**src/rtl/ws2812_rx.sv**
```systemverilog
// WS2812 single-wire stream decoder: pulse-width bit slicer, 24-bit pixel assembly, frame gap and error flags.
// Optional passthrough output for chained receivers is enabled with `define WS2812_RX_PASSTHRU_EN.
module ws2812_rx #(
    parameter int T_THRESH     = 7,
    parameter int MIN_HIGH     = 2,
    parameter int MAX_HIGH     = 24,
    parameter int RESET_CYCLES = 600
) (
    input  logic        hwclk,
    input  logic        reset,
    input  logic        ws_din,
    output logic [23:0] rgb_data,
    output logic [7:0]  led_num,
    output logic        data_valid,
    output logic        frame_done,
    output logic        bit_err,
    output logic        ws_dout
);

    localparam logic [1:0] WAIT_GAP = 2'd0;
    localparam logic [1:0] IDLE     = 2'd1;
    localparam logic [1:0] HIGH     = 2'd2;
    localparam logic [1:0] LOW      = 2'd3;

    logic        sync1_q, sync1_d, sync2_q, sync2_d, line_q, line_d;
    logic        rise_q, rise_d, fall_q, fall_d;
    logic [1:0]  state_q, state_d;
    logic [15:0] hcnt_q, hcnt_d, lcnt_q, lcnt_d;
    logic [4:0]  bitcnt_q, bitcnt_d;
    logic [22:0] shift_q, shift_d;
    logic [7:0]  pix_q, pix_d, led_q, led_d;
    logic [23:0] rgb_q, rgb_d;
    logic        active_q, active_d;
    logic        valid_q, valid_d, done_q, done_d, err_q, err_d;
    logic [15:0] hcnt_inc, lcnt_inc;
    logic        bit_val;

    // Edge pulses are registered alongside the delayed level so both describe the same sample.
    always_comb begin
        sync1_d = ws_din;
        sync2_d = sync1_q;
        line_d  = sync2_q;
        rise_d  = sync2_q & ~line_q;
        fall_d  = ~sync2_q & line_q;
    end

    always_comb begin
        hcnt_inc   = (hcnt_q == 16'hFFFF) ? hcnt_q : hcnt_q + 16'd1;
        lcnt_inc   = (lcnt_q == 16'hFFFF) ? lcnt_q : lcnt_q + 16'd1;
        bit_val    = (hcnt_q >= 16'(T_THRESH));
        state_d    = state_q;
        hcnt_d     = hcnt_q;
        lcnt_d     = lcnt_q;
        bitcnt_d   = bitcnt_q;
        shift_d    = shift_q;
        pix_d      = pix_q;
        led_d      = led_q;
        rgb_d      = rgb_q;
        active_d   = active_q;
        valid_d    = 1'b0;
        done_d     = 1'b0;
        err_d      = 1'b0;
        case (state_q)
            WAIT_GAP: begin
                if (lcnt_q >= 16'(RESET_CYCLES)) state_d = IDLE;
                else if (line_q)                 lcnt_d  = 16'd0;
                else                             lcnt_d  = lcnt_inc;
            end
            IDLE: begin
                if (rise_q) begin
                    state_d = HIGH;
                    hcnt_d  = 16'd1;
                end
            end
            HIGH: begin
                if (hcnt_q > 16'(MAX_HIGH)) begin
                    err_d    = 1'b1;
                    bitcnt_d = 5'd0;
                    lcnt_d   = 16'd0;
                    pix_d    = 8'd0;
                    active_d = 1'b0;
                    state_d  = WAIT_GAP;
                end else if (fall_q) begin
                    // A glitch before any real bit of the frame must not start a frame gap count.
                    if (hcnt_q < 16'(MIN_HIGH)) begin
                        state_d = active_q ? LOW : IDLE;
                    end else begin
                        shift_d  = {shift_q[21:0], bit_val};
                        active_d = 1'b1;
                        lcnt_d   = 16'd1;
                        state_d  = LOW;
                        if (bitcnt_q == 5'd23) begin
                            rgb_d    = {shift_q, bit_val};
                            led_d    = pix_q;
                            valid_d  = 1'b1;
                            pix_d    = (pix_q == 8'hFF) ? pix_q : pix_q + 8'd1;
                            bitcnt_d = 5'd0;
                        end else begin
                            bitcnt_d = bitcnt_q + 5'd1;
                        end
                    end
                end else begin
                    hcnt_d = hcnt_inc;
                end
            end
            default: begin
                if (lcnt_q >= 16'(RESET_CYCLES)) begin
                    done_d   = 1'b1;
                    err_d    = (bitcnt_q != 5'd0);
                    bitcnt_d = 5'd0;
                    pix_d    = 8'd0;
                    active_d = 1'b0;
                    state_d  = IDLE;
                end else if (rise_q) begin
                    state_d = HIGH;
                    hcnt_d  = 16'd1;
                end else begin
                    lcnt_d = lcnt_inc;
                end
            end
        endcase
    end

    always_ff @(posedge hwclk) begin
        if (!reset) begin
            sync1_q  <= 1'b0;
            sync2_q  <= 1'b0;
            line_q   <= 1'b0;
            rise_q   <= 1'b0;
            fall_q   <= 1'b0;
            state_q  <= WAIT_GAP;
            hcnt_q   <= 16'd0;
            lcnt_q   <= 16'd0;
            bitcnt_q <= 5'd0;
            shift_q  <= 23'd0;
            pix_q    <= 8'd0;
            led_q    <= 8'd0;
            rgb_q    <= 24'd0;
            active_q <= 1'b0;
            valid_q  <= 1'b0;
            done_q   <= 1'b0;
            err_q    <= 1'b0;
        end else begin
            sync1_q  <= sync1_d;
            sync2_q  <= sync2_d;
            line_q   <= line_d;
            rise_q   <= rise_d;
            fall_q   <= fall_d;
            state_q  <= state_d;
            hcnt_q   <= hcnt_d;
            lcnt_q   <= lcnt_d;
            bitcnt_q <= bitcnt_d;
            shift_q  <= shift_d;
            pix_q    <= pix_d;
            led_q    <= led_d;
            rgb_q    <= rgb_d;
            active_q <= active_d;
            valid_q  <= valid_d;
            done_q   <= done_d;
            err_q    <= err_d;
        end
    end

    assign rgb_data   = rgb_q;
    assign led_num    = led_q;
    assign data_valid = valid_q;
    assign frame_done = done_q;
    assign bit_err    = err_q;

`ifdef WS2812_RX_PASSTHRU_EN
    logic pass_q, pass_d, dout_q, dout_d;

    // Forwarding opens once this receiver has consumed its own pixel and closes at any gap or error.
    always_comb begin
        if (state_d == WAIT_GAP || state_d == IDLE) pass_d = 1'b0;
        else if (valid_d)                           pass_d = 1'b1;
        else                                        pass_d = pass_q;
        dout_d = pass_q & line_q;
    end

    always_ff @(posedge hwclk) begin
        if (!reset) begin
            pass_q <= 1'b0;
            dout_q <= 1'b0;
        end else begin
            pass_q <= pass_d;
            dout_q <= dout_d;
        end
    end

    assign ws_dout = dout_q;
`else
    assign ws_dout = 1'b0;
`endif

endmodule

```
**config.mk**
```make
export PLATFORM = sky130hd
export DESIGN_NAME = ws2812_rx
export DESIGN_NICKNAME = d
export VERILOG_FILES = /design/src/rtl/ws2812_rx.sv
export SDC_FILE = /design/constraint.sdc
export NUM_CORES = 1
export LEC_CHECK = 0
export CAP_MARGIN = 0
export CORE_MARGIN = 2
export CORE_UTILIZATION = 58
export CTS_CLUSTER_SIZE = 12
export DETAILED_ROUTE_END_ITERATION = 8
export HOLD_SLACK_MARGIN = 0.1
export PLACE_DENSITY = 0.86
export SLEW_MARGIN = 20
export SYNTH_ARGS = -nofsm -noshare
export SYNTH_HDL_FRONTEND = slang
export SYNTH_SLANG_ARGS = --single-unit
```
**constraint.sdc**
```tcl
create_clock -name hwclk -period 2.4 [get_ports hwclk]
set_input_delay 0.72 -clock hwclk [delete_from_list [all_inputs] [get_ports hwclk]]
set_output_delay 0.72 -clock hwclk [all_outputs]
set_load 0.005 [all_outputs]
```
Yosys cells after proc, flatten, opt, wreduce, memory -nomap -nowiden
Cells that the tools add are included.
W data, S select, Z words.
{ "op_classes": {"addsub": 4, "magnitude_cmp": 4, "eq_ne": 18, "muxes": 46, "bitwise_logic": 12, "reduce_logical": 13} }
{ "op_table": {"columns": ["op", "count"], "rows": [
  ["$mux W16", 13],
  ["$pmux W16 S3", 2],
  ["$mux W8", 6],
  ["$add A16 B1 Y16 const B", 2],
  ["$eq A16 B16 Y1 const B", 2],
  ["$mux W5", 5],
  ["$ge A16 B10 Y1 const B", 1],
  ["$ge A16 B3 Y1 const B", 1],
  ["$gt A16 B5 Y1 const B", 1],
  ["$lt A16 B2 Y1 const B", 1],
  ["$pmux W8 S2", 1],
  ["$mux W2", 7],
  ["$ne A3 B3 Y1 const B", 4],
  ["$reduce_and A6 Y1", 2],
  ["$ne A2 B2 Y1 const B", 5],
  ["$not A1 Y1", 10],
  ["$pmux W5 S2", 1],
  ["$reduce_and A5 Y1", 2],
  ["$add A8 B1 Y8 const B", 1],
  ["$eq A8 B8 Y1 const B", 1],
  ["$mux W1", 8],
  ["$reduce_and A4 Y1", 2],
  ["$ne A3 B1 Y1 const B", 2],
  ["$pmux W2 S3", 1],
  ["other kinds (14)", 16]
]} }
{ "totals": {"reg_bits": 111, "in_bits": 3, "word_cells": 114} }

Depth between registers and ports, before layout
{ "depth": {"word_depth": 7, "mapped_depth": 9} }

Worst setup path after synthesis
No wires, ideal clock.
{ "synth_timing": {"path_type": "register to register", "start": "register hcnt_q[0]", "end": "register lcnt_q[7]", "setup_time_ps": 70, "arrival_ps": 1937, "required_time_ps": 2330, "slack_ps": 394, "stages_incl_launch_ff": 9, "path_buffers": 1, "period_less_slack_ps": 2006, "cell_sequence": "dfxtp_1 inv_1 ha_1 nor2b_1 o2111ai_2 nor2_1 buf_2 or4_1 a21oi_1"} }
{ "synth_between": {"elab_chain_len": 3} }
{ "synth_lines": {"columns": ["element", "line", "text"], "rows": [
  ["start: declaration", "28", "logic [15:0] hcnt_q, hcnt_d, lcnt_q, lcnt_d;"],
  ["start signal: assignment", "150", "hcnt_q <= hcnt_d;"],
  ["$gt A16 B5 Y1 / $lt A16 B2 Y1 (equally long branches)", "76, 85", null],
  ["$ne A3 B3 Y1 (no line) / $mux W16 (equally long branches)", null, null],
  ["$reduce_and A6 Y1 (no line) / $pmux W16 S3 (equally long branches)", null, null],
  ["end signal: assignment", "151", "lcnt_q <= lcnt_d;"],
  ["end: declaration", "28", null]
]} }
Several ways; a longest one is shown, not always the timed one.
A chain may end at the register's enable or synchronous reset.

Final worst setup path
{ "layout_timing": {"start": "register lcnt_q[8]", "end": "register hcnt_q[1]"} }
{ "layout_between": {"elab_chain_len": 3} }
{ "layout_lines": {"columns": ["element", "line", "text"], "rows": [
  ["$ge A16 B10 Y1", "107", "if (lcnt_q >= 16'(RESET_CYCLES)) begin"],
  ["$ne A3 B1 Y1 (no line)", null, null],
  ["$reduce_and A5 Y1 (no line)", null, null]
]} }
Every way passes these cells.

==> impl_metrics.ini <==
[layout]
fillers = 641
fin_nets = 628
final_cells = 728
drive_gt1_share_pct = 8.668
area_delta_synth_final_pct = 15.82
layout_commonest_cell = dfxtp_1
layout_common_cells = dfxtp_1, a21oi_1, nand2_1
antennaDiodeCount = 0

[global_route]
antenna_found_initial = 0
grt_start_max_net_pins = 36
grt_overflow = 0
grt_use_total_pct = 24.80
grt_pass1_vias = 4031
grt_pass1_wl_mm = 18.31

[power]
p_total_mw = 3.031
power_density_nw_per_um2 = 537.2
ir_drop_mv = 0.4006
p_leak_nw = 1.898

[synth]
yosys.area_share.simple_pct = 25.81
muxShareOfSynthArea_pct = 0.4109
synth_cell_type_count = 56
synth_flop_cell = dfxtp_1
synthAdderAreaFrac_pct = 1.798
seq_area_frac_synth_pct = 45.61
syn-num-nets = 600
synth-async-reset-ratio_pct = 0
avgSynthCellArea_sq_um = 8.258
ys_warn_count = 0
synth_cells = 590
yosys.area_share.xor_xnor_pct = 0
ys_seq_elements = 111
synthesis.area_sq_um = 4872
synth_edf_count = 0
synth_compound_area_share_pct = 21.39
synth_top_family_by_area = simple AND/OR/NAND/NOR gates

[timing]
setup_tns_ns = 0
post-route-period-util_pct = 93.06
finClkSkew_ns = 0.01475
hold_viol = 0
worstMarginPinSlew_ns = 0.7299
fin_crit_ns = 2.234
setup_viol = 0
fmax_ghz = 0.4477
maxSlewViolCount = 0
rsz0062_at_grt = no
relSlewSlack_pct = 51.26

[clocking]
cts_tree = done
cts_setup_buffers = 0
clockBufferDepth = 2
clock_sinks = 111
clk_latency_ns = 0.38
clk_pin_slew_ns = 0.11
cts_hold_buf = 0
cts_root_buf = clkbuf_8
htree_levels = 3
ctsResizeCount = 0
cts_buffers = 9

[place]
numPortBuffers = 37
place_congestion = 0.9016
dp_hpwl_mm = 7.470
placed_cells = 712

[floorplanning]
dieArea_sq_um = 9150
chipWidth_um = 95.66
design.core.area_sq_um = 8175
die_h_um = 95.66
rows = 33
initial_core_util_pct = 59.60
num_io_pins = 39

[critical_path]
crit_fanout = 10
r2r_cells = 5
worstSetupStartpointType = flip-flop
r2r_slack_ns = 0.17
reg2reg_to = hcnt_q[1]$_SDFFE_PN0P_
required_ns = 2.71
cp_data_arrival_time_ns = 2.54
critical_path_class = reg2reg
r2r_start = lcnt_q[8]$_SDFFE_PN0P_
end_kind = flip-flop

[routing]
drtAntennaViolNets = 0
wirelength_mm = 10.88
viasPerCell = 6.118
drt_iter0_markers = 241
drt-wirelength-per-cell_um = 14.94
drtPass1Iterations = 5
drc = 0
num_vias = 4454

[run]
maxCapViolCount = 0

[min_path]
hp-class = reg2reg
min_from = line_d$_SDFF_PN0_
hold_path_end = fall_q$_SDFF_PN0_
min_path_cells = 1

[outcome]
status = completed
==> cells in the mapped netlist (all sizes together) (2+ instances only) <==
library cell  instances  area (sq um)
a21o                  4         30.03
o211ai                4         30.03
nor3                 15         85.08
nand2                71         266.5
and2                  4         25.02
and3                 15         93.84
o2111ai               2         23.77
nand3                53         265.3
o31ai                 8         60.06
clkbuf               27         101.4
a31oi                 8         50.05
or4                  12         93.84
nor2                 18         67.56
buf                  13         73.82
mux2i                 2         20.02
nor2b                 3         18.77
nand2b                6         37.54
nor4                  9         81.33
o21ai                50         250.2
nand4                15         93.84
and4                  3         26.28
dfxtp               111          2222
a211oi                6         45.04
o21bai                2         15.01
inv                  16         60.05
or3                   4         25.02
ha                    7         87.58
a21oi                79         395.4
nor4b                 2         17.52
nand4b                4         35.03
==> cell type report <==
type | count | area [sq um] | area share (%)
multi-input combinational | 422 | 2432 | 43.10
sequential | 111 | 2222 | 39.38
timing repair buffer | 57 | 595.6 | 10.55
tap | 105 | 131.4 | 2.328
clock buffer | 9 | 123.9 | 2.195
clock inverter | 7 | 73.82 | 1.308
inverter | 17 | 63.81 | 1.131
==> logic make-up (layout without fill, tap and decap cells) <==
family,count (synthesis),count (layout)
DFF,111,111
buffers and inverters,57,90
muxes,2,2
and+or+nand+nor,237,237
AOI/OAI and AO/OA,175,175
adders and majority gates,7,7
other,1,1
==> state kept, by name (all words and copies together), names as in the netlist, 2 cells and up <==
signal / flops
shift_q: 23
rgb_data: 24
lcnt_q: 16
hcnt_q: 16
state_q: 2
bitcnt_q: 5
led_num: 8
pix_q: 8
==> how the worst max path moves through the flow <==
stage | from | end | slack [ns] | cells after the start
2_1_floorplan | hcnt_q[0]$_SDFFE_PN0P_ | lcnt_q[7]$_SDFFE_PN0P_ | 0.39 | 8
3_3_place_gp | reset | pix_q[3]$_SDFFE_PN0P_ | 0.1 | 5
3_5_place_dp | reset | pix_q[3]$_SDFFE_PN0P_ | 0.08 | 5
4_1_cts | hcnt_q[12]$_SDFFE_PN0P_ | pix_q[6]$_SDFFE_PN0P_ | 0.20 | 6
5_1_grt | lcnt_q[8]$_SDFFE_PN0P_ | hcnt_q[1]$_SDFFE_PN0P_ | 0.005 | 5
6_report | lcnt_q[8]$_SDFFE_PN0P_ | hcnt_q[1]$_SDFFE_PN0P_ | 0.17 | 5
==> stage by stage <==
stage          setup slack, ns  utilization (%)  cell area (sq um)  hold WS [ns]
2_1_floorplan           0.3937                -               4872        0.3823
3_3_place_gp           0.09596            66.53               5439        0.3891
3_5_place_dp           0.07678            66.53               5439        0.3964
4_1_cts                 0.2049            68.95               5637        0.4127
5_1_grt               0.004646            69.02               5643        0.4465
6_report                0.1664            69.02               5643        0.4113
==> report_power, final <==
part	switching [mW]	total, mW	internal (mW)	leakage (nW)
clock network	0.694	1.11	0.412	0.101
registers	0.00522	1.85	1.85	0.895
logic	0.0476	0.0719	0.0242	0.902
total	0.747	3.03	2.28	1.90
==> layer usage <==
metal	track usage, %	up-vias	share of wire (%)
li1	-	2199	-
met1	32.17	2137	44
met2	42.07	102	50
met3	3.953	16	3.9
met4	8.214	0	1.4
met5	0	-	0
==> worst max-delay path, stage by stage (launching register included) <==
cell	delay, ns
dfxtp_1	0.37
nand2b_1	0.17
o311ai_2	0.68
a21oi_1	0.37
or3_1	0.44
a21oi_1	0.13
Note: power is estimated with default switching activity, not from simulation.
